===== config.mk =====
export PLATFORM = sky130hd
export DESIGN_NAME = sensor_array_controller
export DESIGN_NICKNAME = d
export VERILOG_FILES = /design/src/rtl/sensor_array_controller.sv
export SDC_FILE = /design/constraint.sdc
export NUM_CORES = 1
export LEC_CHECK = 0
export CORE_MARGIN = 2
export CORE_UTILIZATION = 55
export DETAILED_ROUTE_END_ITERATION = 16
export GPL_TIMING_DRIVEN = 0
export PLACE_DENSITY = 0.87
export SLEW_MARGIN = 30
export SYNTH_ARGS = -nofsm -noshare
export SYNTH_HDL_FRONTEND = slang
export SYNTH_SLANG_ARGS = --single-unit

===== constraint.sdc =====
create_clock -name clk -period 4.5 [get_ports clk]
set_input_delay 0.45 -clock clk [delete_from_list [all_inputs] [get_ports clk]]
set_output_delay 0.45 -clock clk [all_outputs]
set_load 0.02 [all_outputs]

===== src/rtl/sensor_array_controller.sv =====
// Multi-channel windowed rising-edge counter with a done/ack handshake, overrun and saturation flags.
// Define SENSOR_CTRL_SYNC_EN to put a two-flop synchronizer in front of each channel's edge detector.
module sensor_array_controller #(
  parameter int unsigned SENSORS  = 1,
  parameter int unsigned BITWIDTH = 32,
  parameter int unsigned WINDOW   = 1000
) (
  input  logic                         clk,
  input  logic                         rst,
  input  logic [SENSORS-1:0]           sensors,
  output logic [SENSORS*BITWIDTH-1:0]  data,
  output logic [SENSORS-1:0]           saturated,
  output logic                         sensor_done,
  output logic                         overrun,
  input  logic                         ack
);

  localparam int unsigned         WinW    = $clog2(WINDOW);
  localparam logic [WinW-1:0]     WinLast = WinW'(WINDOW - 1);
  localparam logic [BITWIDTH-1:0] CntMax  = '1;

  typedef enum logic {StIdle, StReady} state_e;

  logic [SENSORS-1:0] edge_det;

`ifdef SENSOR_CTRL_SYNC_EN
  logic [SENSORS-1:0] s1_q, s2_q, s3_q;

  always_ff @(posedge clk or negedge rst) begin
    if (!rst) begin
      s1_q <= '0;
      s2_q <= '0;
      s3_q <= '0;
    end else begin
      s1_q <= sensors;
      s2_q <= s1_q;
      s3_q <= s2_q;
    end
  end

  assign edge_det = s2_q & ~s3_q;
`else
  logic [SENSORS-1:0] s1_q, s2_q;

  always_ff @(posedge clk or negedge rst) begin
    if (!rst) begin
      s1_q <= '0;
      s2_q <= '0;
    end else begin
      s1_q <= sensors;
      s2_q <= s1_q;
    end
  end

  assign edge_det = s1_q & ~s2_q;
`endif

  logic [WinW-1:0]                    win_q, win_d;
  logic [SENSORS-1:0][BITWIDTH-1:0]   cnt_q, cnt_d, cnt_inc;
  logic [SENSORS-1:0][BITWIDTH-1:0]   data_q, data_d;
  logic [SENSORS-1:0]                 sat_q, sat_d, sat_upd;
  logic [SENSORS-1:0]                 saturated_q, saturated_d;
  logic                               overrun_q, overrun_d;
  state_e                             state_q, state_d;
  logic                               terminal;

  assign terminal = (win_q == WinLast);

  // Counters and sat bits see this cycle's edge before the terminal snapshot, so nothing is lost.
  always_comb begin
    cnt_inc = cnt_q;
    sat_upd = sat_q;
    for (int unsigned i = 0; i < SENSORS; i++) begin
      if (edge_det[i] && (cnt_q[i] != CntMax)) begin
        cnt_inc[i] = cnt_q[i] + 1'b1;
      end
      sat_upd[i] = sat_q[i] | (cnt_inc[i] == CntMax);
    end
  end

  always_comb begin
    win_d       = terminal ? '0 : win_q + 1'b1;
    cnt_d       = terminal ? '0 : cnt_inc;
    sat_d       = terminal ? '0 : sat_upd;
    data_d      = terminal ? cnt_inc : data_q;
    saturated_d = terminal ? sat_upd : saturated_q;
  end

  always_comb begin
    state_d   = state_q;
    overrun_d = overrun_q;
    unique case (state_q)
      StIdle: begin
        if (terminal) state_d = StReady;
      end
      StReady: begin
        // An ack consumes the old data even if a new window lands on the same edge.
        if (ack) begin
          overrun_d = 1'b0;
        end else if (terminal) begin
          overrun_d = 1'b1;
        end
        if (ack && !terminal) state_d = StIdle;
      end
      default: state_d = StIdle;
    endcase
  end

  always_ff @(posedge clk or negedge rst) begin
    if (!rst) begin
      win_q       <= '0;
      cnt_q       <= '0;
      sat_q       <= '0;
      data_q      <= '0;
      saturated_q <= '0;
      overrun_q   <= 1'b0;
      state_q     <= StIdle;
    end else begin
      win_q       <= win_d;
      cnt_q       <= cnt_d;
      sat_q       <= sat_d;
      data_q      <= data_d;
      saturated_q <= saturated_d;
      overrun_q   <= overrun_d;
      state_q     <= state_d;
    end
  end

  assign data        = data_q;
  assign saturated   = saturated_q;
  assign sensor_done = (state_q == StReady);
  assign overrun     = overrun_q;

endmodule


==> reports/metrics.yaml <==
run_status: "completed"
grt.total_usage_pct: 26.4
clock-sinks: 80
synth_top_family_by_area: "simple AND/OR/NAND/NOR gates"
maxSlewViolCount: 0
start_kind: "flip-flop"
worst_pin_slew_ns: 0.657
relSlewSlack_pct: 55.8
power_density_nw_per_um2: 313
worst-setup-path-type: "flip-flop to flip-flop"
routabilityCongestion: 0.913
drt-total-wl_um: 9410
setup_viol: 0
wire_per_inst_um: 16.8
p_clk_share_pct: 36.0
io_pins: 39
whs_ns: 0.0395
hold_class: "input pin to async pin"
cts_resized: 0
postSynthAreaPerCell_um2: 9.67
start_util_pct: 57.6
synth.area.top_cells: "dfrtp_1, nand2_1, o21ai_0"
hold_viol: 0
synthFlopType: "dfrtp_1"
antenna_found_initial: 0
diodes: 0
syn-num-nets: 417
yosys.area_share.simple_pct: 27.1
rows: 30
synth_top_area_share_pct: 50.3
grt_first_pass_wirelength_um: 15800
dieWidth_um: 89.0
fin_setup_tns_ns: 0
ff2ff_setup_slack_ns: 1.15
ys_ff_latch: 80
end_kind: "flip-flop"
muxShareOfSynthArea_pct: 0.503
yosysTopAreaCell: "dfrtp_1"
synth_edf_count: 0
worstPathMaxFanout: 9
ctsHtreeMaxLevel: 3
swShare_pct: 27.2
ant_nets: 0
syn_to_final_growth_pct: 18.1
pwr-share-seq_pct: 52.8
yosys.cell_types.count: 54
cts_buffer_depth: 2
post_cts_buffers: 0
peakVddDrop_v: 0.000169
min_period_over_period_pct: 74.4
portBuffers: 38
num-fill-cells: 571
drt-pass1-iter-count: 5
synth_xor_area_share_pct: 7.05
syn-cell-area_um2: 3980
syn_inst: 411
grt_max_degree: 44
internal-power_mw: 1.07
switchingPower_mw: 0.400
fin_nets: 467
core_area_um2: 6910
path_clk_slew_ns: 0.09
register_area_um2: 2000
dp_hpwl_um: 6850
insertion_delay_ns: 0.36
synth_compound_area_share_pct: 9.94
clock_skew_ns: 0.0116
grt_pass1_vias: 3197
leakage_nw: 1.89
fmax_mhz: 299
synth_fa_ha_area_share_pct: 0.629
tritoncts: "yes"
period_minus_slack_ns: 3.35
comb_power_share_pct: 11.3
vias: 3244
die-area_um2: 7930
final_area_um2: 4700
cts-hold-fix-buffers: 0
arrival_ns: 3.63
yosysWarnings: 0
route.detailed.drc: 0
multiInputGateArea_um2: 1800
drive_gt1_share_pct: 11.6
ys_seq_area_share_pct: 50.3
placed_cell_area_um2: 4490
drv_cap: 0
cts_root_buf: "clkbuf_8"
detail_route.vias_per_cell: 5.78
die_h_um: 89.0
drt_iter0_drc: 196
cp.required_ns: 4.79
grt_overflow: 0
rsz0062_at_grt: "false"
async_reset_ff_share_pct: 100
cts_buffers: 9
power groups by stage:
stage	Clock (mW)	Combinational [mW]	Sequential [mW]
final	0.529	0.166	0.776
after global routing	0.560	0.184	0.779
after CTS	0.533	0.165	0.775
after detailed placement	0	0.163	0.789
after global placement	0	0.159	0.788
after floorplan	0	0.111	0.784
cells in the final DEF, fill, tap and decap left out, types with 2 or more instances in the layout:
cell type and count:
nor3_1 6, nand3b_1 2, nand3_2 3, nor4_2 4
buf_6 6, or4_1 6, or4_4 2, inv_1 5
buf_2 3, and3_2 2, nand3_1 11, and3_1 6
nor2_1 48, nor4_1 10, nand3_4 2, or3_1 3
nor2_2 2, or3_2 2, and2_1 9, nand4b_1 2
clkbuf_8 10, xor2_1 17, a21oi_1 5, a31oi_1 2
clkbuf_1 13, dfrtp_1 80, nand2_1 58, o21a_1 2
nand4_1 16, xnor2_1 15, o31ai_1 2, mux2i_1 2
ha_1 2, clkinvlp_4 3, buf_4 3, clkdlybuf4s50_1 37
o21ai_0 41
synthesized netlist by cell type (2+ instances only):
library cell,n
nor4_2,3
o21a_1,2
nor2_1,48
and3_2,2
nor4_1,11
ha_1,2
o31ai_1,2
o21ai_0,41
nor2_2,2
dfrtp_1,80
or3_2,2
buf_4,2
a31oi_1,2
xnor2_1,15
nand3_1,11
nand2_1,58
mux2i_1,2
or4_4,2
or3_1,3
and3_1,6
and2_1,9
nand4b_1,2
buf_6,6
nand3_2,3
nand3_4,2
buf_2,3
clkbuf_1,13
or4_1,6
nand3b_1,2
nand4_1,16
a21oi_1,5
nor3_1,6
inv_1,5
xor2_1,17
critical path: stages (launching register included):
cell	delay, ns
dfrtp_1	0.49
ha_1	0.28
nand3_4	0.16
or4_1	0.54
buf_2	0.17
o31ai_1	0.33
xor2_1	0.19
or4_1	0.52
nor4_2	0.20
nand4_1	0.19
a31oi_1	0.19
layout make-up:
cell class	count	area share, %
Tap cell	96	2.56
Clock buffer	10	2.93
Sequential cell	80	42.6
Multi-Input combinational cell	301	38.4
Timing Repair Buffer	39	8.47
Inverter	5	0.400
Clock inverter	5	1.23
Buffer	25	3.36
logic make-up (layout without fill, tap and decap cells):
family / Yosys count / after routing
AO/OA/AOI/OAI: 63 / 63
XOR/XNOR: 32 / 32
adder cells (fa/ha/maj): 2 / 2
buffers and inverters: 30 / 84
flip-flops: 80 / 80
multiplexers: 2 / 2
AND/OR/NAND/NOR: 202 / 202
through the flow:
| stage | util, % | cells | power [mW] | setup slack [ns] |
|---|---|---|---|---|
| final | 68.0 | 561 | 1.47 | 1.15 |
| after global routing | 68.0 | 561 | 1.52 | 1.08 |
| after CTS | 67.9 | 561 | 1.47 | 0.849 |
| after detailed placement | 65.1 | 546 | 0.952 | 0.942 |
| after global placement | 64.8 | 545 | 0.947 | 0.369 |
| after floorplan | - | 411 | 0.895 | 1.69 |
path summary, 6_finish.rpt:
kind / cells past startpoint / endpoint / start
min: 1 / data[28] / rst
min in group clk: 0 / s2_q / s1_q
max: 10 / saturated / cnt_q[0]
min reg2reg: 0 / s2_q / s1_q
max reg2reg: 10 / saturated / cnt_q[0]
max in group asynchronous: 2 / data[8] / rst
registers in the layout, indices dropped and copies added (netlist names):
| name | flops |
|---|---|
| cnt_q | 32 |
| data | 32 |
| win_q | 10 |
| overrun | 1 |
| s1_q | 1 |
| s2_q | 1 |
| sat_q | 1 |
| saturated | 1 |
| sensor_done | 1 |
layer usage:
metal / vias to the layer above / part of all wire (%) / global-route usage, %
li1: 1536 / - / -
met1: 1589 / 44 / 35.7
met2: 99 / 48 / 42.9
met3: 20 / 5.7 / 5.26
met4: 0 / 2.1 / 9.23
met5: - / 0 / 0
(Power assumes the default switching activity.)
==> RTL change 1 (same settings) <==
Take the reset off `data_q` and load it in a clocked block of its own.
--- a/src/rtl/sensor_array_controller.sv
+++ b/src/rtl/sensor_array_controller.sv
@@ -112,5 +112,4 @@
       cnt_q       <= '0;
       sat_q       <= '0;
-      data_q      <= '0;
       saturated_q <= '0;
       overrun_q   <= 1'b0;
@@ -120,9 +119,12 @@
       cnt_q       <= cnt_d;
       sat_q       <= sat_d;
-      data_q      <= data_d;
       saturated_q <= saturated_d;
       overrun_q   <= overrun_d;
       state_q     <= state_d;
     end
+  end
+
+  always_ff @(posedge clk) begin
+    data_q <= data_d;
   end
 
Function: same outputs for any inputs over 10 cycles, from zero or initial values and one cycle with rst low; that may be too few to reach the edited logic, so the function may still have changed.
==> RTL change 1 against the original RTL <==
  * Non-clock buffer count down 16
  * Highest routed layer unchanged
  * Total power increased by 5.9%
  * Sequential cell count stayed put
  * Combinational power decreased by 28%
  * Hold slack gained 0.050 ns
  * Cell area down 7.1%
  * Largest cell class unchanged
  * Clock skew hardly changed
  * Global-route usage is 3.6 points lower
  * First-iteration DRC count increased by 7.1%
  * Area after synthesis fell by 8.8%
  * Routed wire length decreased by 17%
  * Worst setup slack lost 0.34 ns
==> RTL change 1: results (changes against the original RTL) <==
logic_synthesis:
  synth_cell_type_count: 43  # -20%
  yosysTopAreaCellShare_pct: 33.1  # -17 points
  synth_compound_area_share_pct: 4.83  # -5.1 points
  async_flop_share_pct: 60.0  # -40 points
  synth_mux_area_share_pct: 0.587  # +0.083 points
  syn_area_per_cell_um2: 10.7  # +11%
  synth.top_cells.by_count: "nor2_1, dfrtp_1, inv_1"
  synth_nets: 345  # -17%
  synth_edf_count: 32  # +32
  synthTopCellsByArea: "dfrtp_1, edfxtp_1, nor2_1"
layout:
  stdcell_count: 471  # -16%
  nets: 395  # -15%
critical_path:
  critPathLaunch: "cnt_q[20]$_DFF_PN0_"
  cp.arrival_ns: 3.96  # +0.33 ns
  r2r_start: "cnt_q[20]$_DFF_PN0_"
  worstPathMaxFanout: 10  # +1
  crit_path_end: "sat_q$_DFF_PN0_"
  r2r_slack_ns: 0.81  # -0.34 ns
  cpPeakStageDelay_ns: 0.58  # +0.04 ns
  rr_worst_depth: 9  # -1
timing:
  max-slew-margin-rel_pct: 33.1  # -23 points
  holdWs_ns: 0.0896  # +0.0501 ns
  fin_worst_skew_ns: 0.0115  # -0.0000440 ns
  period_share_pct: 82.1  # +7.6 points
global_routing:
  grt_max_degree: 49  # +11%
  grt_use_total_pct: 22.9  # -3.6 points
  grt_pass1_vias: 2545  # -20%
  grt_pass1_wl_mm: 12.6  # -21%
  use_met1_pct: 32.4  # -3.4 points
  met3_usage_pct: 7.10  # +1.8 points
detailed_routing:
  viasPerCell: 5.79  # +0.20%
  avgRoutedWirePerCell_um: 16.6  # -1.3%
  drt_first_pass_iters: 6  # +1
  drtIter0Drc: 210  # +7.1%
pwr:
  peakVddDrop_v: 0.000305  # +80%
  cellLeakagePower_nw: 1.79  # -5.2%
place:
  place_congestion: 0.901  # -1.3%
  place_area_um2: 4130  # -8.1%
  preCtsSetupSlack_ns: 0.874  # -0.0678 ns
  place_hpwl_mm: 5.47  # -20%
run:
  drv_cap: 0  # unchanged
run_status:
  status: "complete, no violations"
clocking:
  clk_pin_slew_ns: 0.08
[RTL change 1: cell types whose count changed after synthesis, sizes merged, moves of 5 or more]
cell and delta:
o21ai -39, nand2 -37, dfrtp -32, edfxtp +32, inv +28, buf -10
nor4 -7, and2 -5, clkbuf -5, nor2b +5, or4 -5
[RTL change 1: area by class of cell]
class                   count  area (um2)
flip-flops and latches     80        2160
fillers                   492        1990
multi-input cells         217        1310
repair buffers             39         405
clock buffers              12         155
inverters                  33         124
well taps                  77        96.3
clock inverters             4        76.3
plain buffers               9        36.3
[RTL change 1: metal layers]
| layer | wire length (um) | vias to the layer above | share of wire (%) |
|---|---|---|---|
| li1 | - | 1289 | - |
| met5 | 0 | - | 0 |
| met1 | 3550 | 1307 | 46 |
| met3 | 481 | 22 | 6.2 |
| met4 | 184 | 0 | 2.4 |
| met2 | 3590 | 111 | 46 |
[RTL change 1: where the power goes]
group	internal [mW]	switching, mW	leakage (nW)
registers	0.788	0.0453	0.874
clock network	0.344	0.261	0.113
logic	0.0478	0.0720	0.807
==> RTL change 2 (same settings) <==
Without the edit above. `BITWIDTH`: 32 -> 40.
--- a/src/rtl/sensor_array_controller.sv
+++ b/src/rtl/sensor_array_controller.sv
@@ -3,5 +3,5 @@
 module sensor_array_controller #(
   parameter int unsigned SENSORS  = 1,
-  parameter int unsigned BITWIDTH = 32,
+  parameter int unsigned BITWIDTH = 40,
   parameter int unsigned WINDOW   = 1000
 ) (
Interface: changed (resized data); port bits go from 39 to 47. No check against the original RTL was run, so the function may have changed too.
==> RTL change 2 against the original RTL <==
  * The flow now finishes with violations (hold timing)
  * Sequential cell count is 16 higher
  * Worst setup slack worse by 0.16 ns
  * Area after synthesis is 17% higher
  * Hold slack worse by 0.052 ns
  * Routed wire length is 18% higher
  * Cell area is 17% higher
  * Non-clock buffer count is 4 higher
  * Total power is 10% higher
  * Critical endpoint unchanged
==> RTL change 2: results (changes against the original RTL) <==
run_status:
  status: "complete, but fails checks"
  violations: "hold timing"
critical_path:
  cp_top_family: "compound AO/OA/AOI/OAI gates"
  cp.arrival_ns: 3.81  # +0.18 ns
  critPathLaunch: "cnt_q[0]$_DFF_PN0_"
  rr_worst_depth: 9  # -1
  crit_slowest_cell: "or4_1"
  r2r_slack_ns: 0.99  # -0.16 ns
  worstPathMaxFanout: 7  # -2
detailed_routing:
  drtIter0Drc: 328  # +67%
  viasPerCell: 5.91  # +2.2%
  avgRoutedWirePerCell_um: 17.0  # +1.4%
pwr:
  cellLeakagePower_nw: 2.35  # +24%
  peakVddDrop_v: 0.000201  # +19%
  powerDensity_nw_per_um2: 296  # -5.6%
place:
  place_hpwl_mm: 8.06  # +18%
  preCtsSetupSlack_ns: 1.08  # +0.139 ns
  portBuffers: 46  # +21%
  place_congestion: 0.966  # +5.8%
  place_area_um2: 5270  # +17%
global_routing:
  grt_pass1_wl_mm: 18.3  # +16%
  grt_max_degree: 53  # +20%
  grt_use_total_pct: 25.9  # -0.53 points
  grt_pass1_vias: 3659  # +14%
layout:
  nFillCells: 664  # +16%
  antennaDiodeCount: 0  # unchanged
  nets: 547  # +17%
  drive_gt1_share_pct: 8.42  # -3.2 points
logic_synthesis:
  synth_compound_area_share_pct: 10.3  # +0.33 points
  synth_cell_type_count: 54  # unchanged
  synth-xor-area-share_pct: 6.21  # -0.83 points
  yosys.area_share.adder_pct: 0.538  # -0.091 points
  synth_nets: 489  # +17%
  synth_mux_area_share_pct: 0.699  # +0.20 points
  synth_warnings: 0  # unchanged
  ys_seq_area_share_pct: 51.7  # +1.3 points
  synthTopCellsByArea: "dfrtp_1, nor2_1, a21oi_1"
  synth.top_cells.by_count: "nor2_1, dfrtp_1, a21oi_1"
timing:
  hold_viol_final: 7  # +7
  worstMarginPinSlew_ns: 0.994  # +0.337 ns
  holdWs_ns: -0.0129  # -0.0525 ns
  fin_worst_skew_ns: 0.0173  # +0.00574 ns
clocking:
  postCtsSetupRepairBufs: 0  # unchanged
  clock_tree.buffer_depth: 2  # unchanged
  htreeDepth: 3  # unchanged
  insertion_delay_ns: 0.36  # about the same
min_path:
  min-delay-path-class: "input port to async pin"
[RTL change 2: cell families (layout without fill, tap and decap cells)]
logic type | Yosys count | in the layout
AOI/OAI and AO/OA | 80 | 80
xor gates and xnor gates | 33 | 33
adders and majority gates | 2 | 2
buffers and inverters | 25 | 88
DFF | 96 | 96
muxes | 3 | 3
and+or+nand+nor | 244 | 244
[RTL change 2: metrics by stage]
step	power, mW	instances
final	1.62	651
after global routing	1.68	651
after CTS	1.63	651
after detailed placement	1.06	635
after global placement	1.05	634
after floorplan	1.01	483
[RTL change 2: final cells by class]
class | instances | area, um2 | area share (%)
buffer | 21 | 93.8 | 1.71
clock buffer | 10 | 138 | 2.51
clock inverter | 6 | 66.3 | 1.21
inverter | 4 | 15.0 | 0.274
multi-input combinational | 362 | 2140 | 39.1
sequential | 96 | 2400 | 43.9
tap | 105 | 131 | 2.40
timing repair buffer | 47 | 489 | 8.94
[RTL change 2: how the worst max path moves through the flow]
stage	to	slack, ns	cells after the start
after detailed placement	saturated$_DFFE_PN0P_	1.08	9
after global routing	saturated$_DFFE_PN0P_	0.88	9
after CTS	saturated$_DFFE_PN0P_	1.03	9
final	saturated$_DFFE_PN0P_	0.99	9
after floorplan	saturated$_DFFE_PN0P_	1.62	9
after global placement	data[7]$_DFFE_PN0P_	-0.25	1
[RTL change 2: power by group]
part / internal, mW / leakage [nW] / switching, mW
clock: 0.273 / 0.0949 / 0.301
sequential: 0.887 / 1.31 / 0.0340
combinational: 0.0454 / 0.945 / 0.0786
[RTL change 2: worst register-to-register path: stages, from the launching register on]
cell and delay [ns]:
dfrtp_1 0.42, ha_1 0.19, nand3b_1 0.22, nor4_4 0.48, o311ai_2 0.29, or4_1 0.54, a222oi_1 0.44, o2111ai_1 0.23
o41ai_2 0.40, mux2_2 0.22
[RTL change 2: per-layer routing]
layer,share of wire [%],vias up,global-route usage [%],routed length [um]
met3,4.4,27,3.52,482
met4,2.0,0,8.10,221
met1,45,1875,37.0,5030
met2,48,130,41.3,5340
met5,0,-,0,0
li1,-,1814,-,-
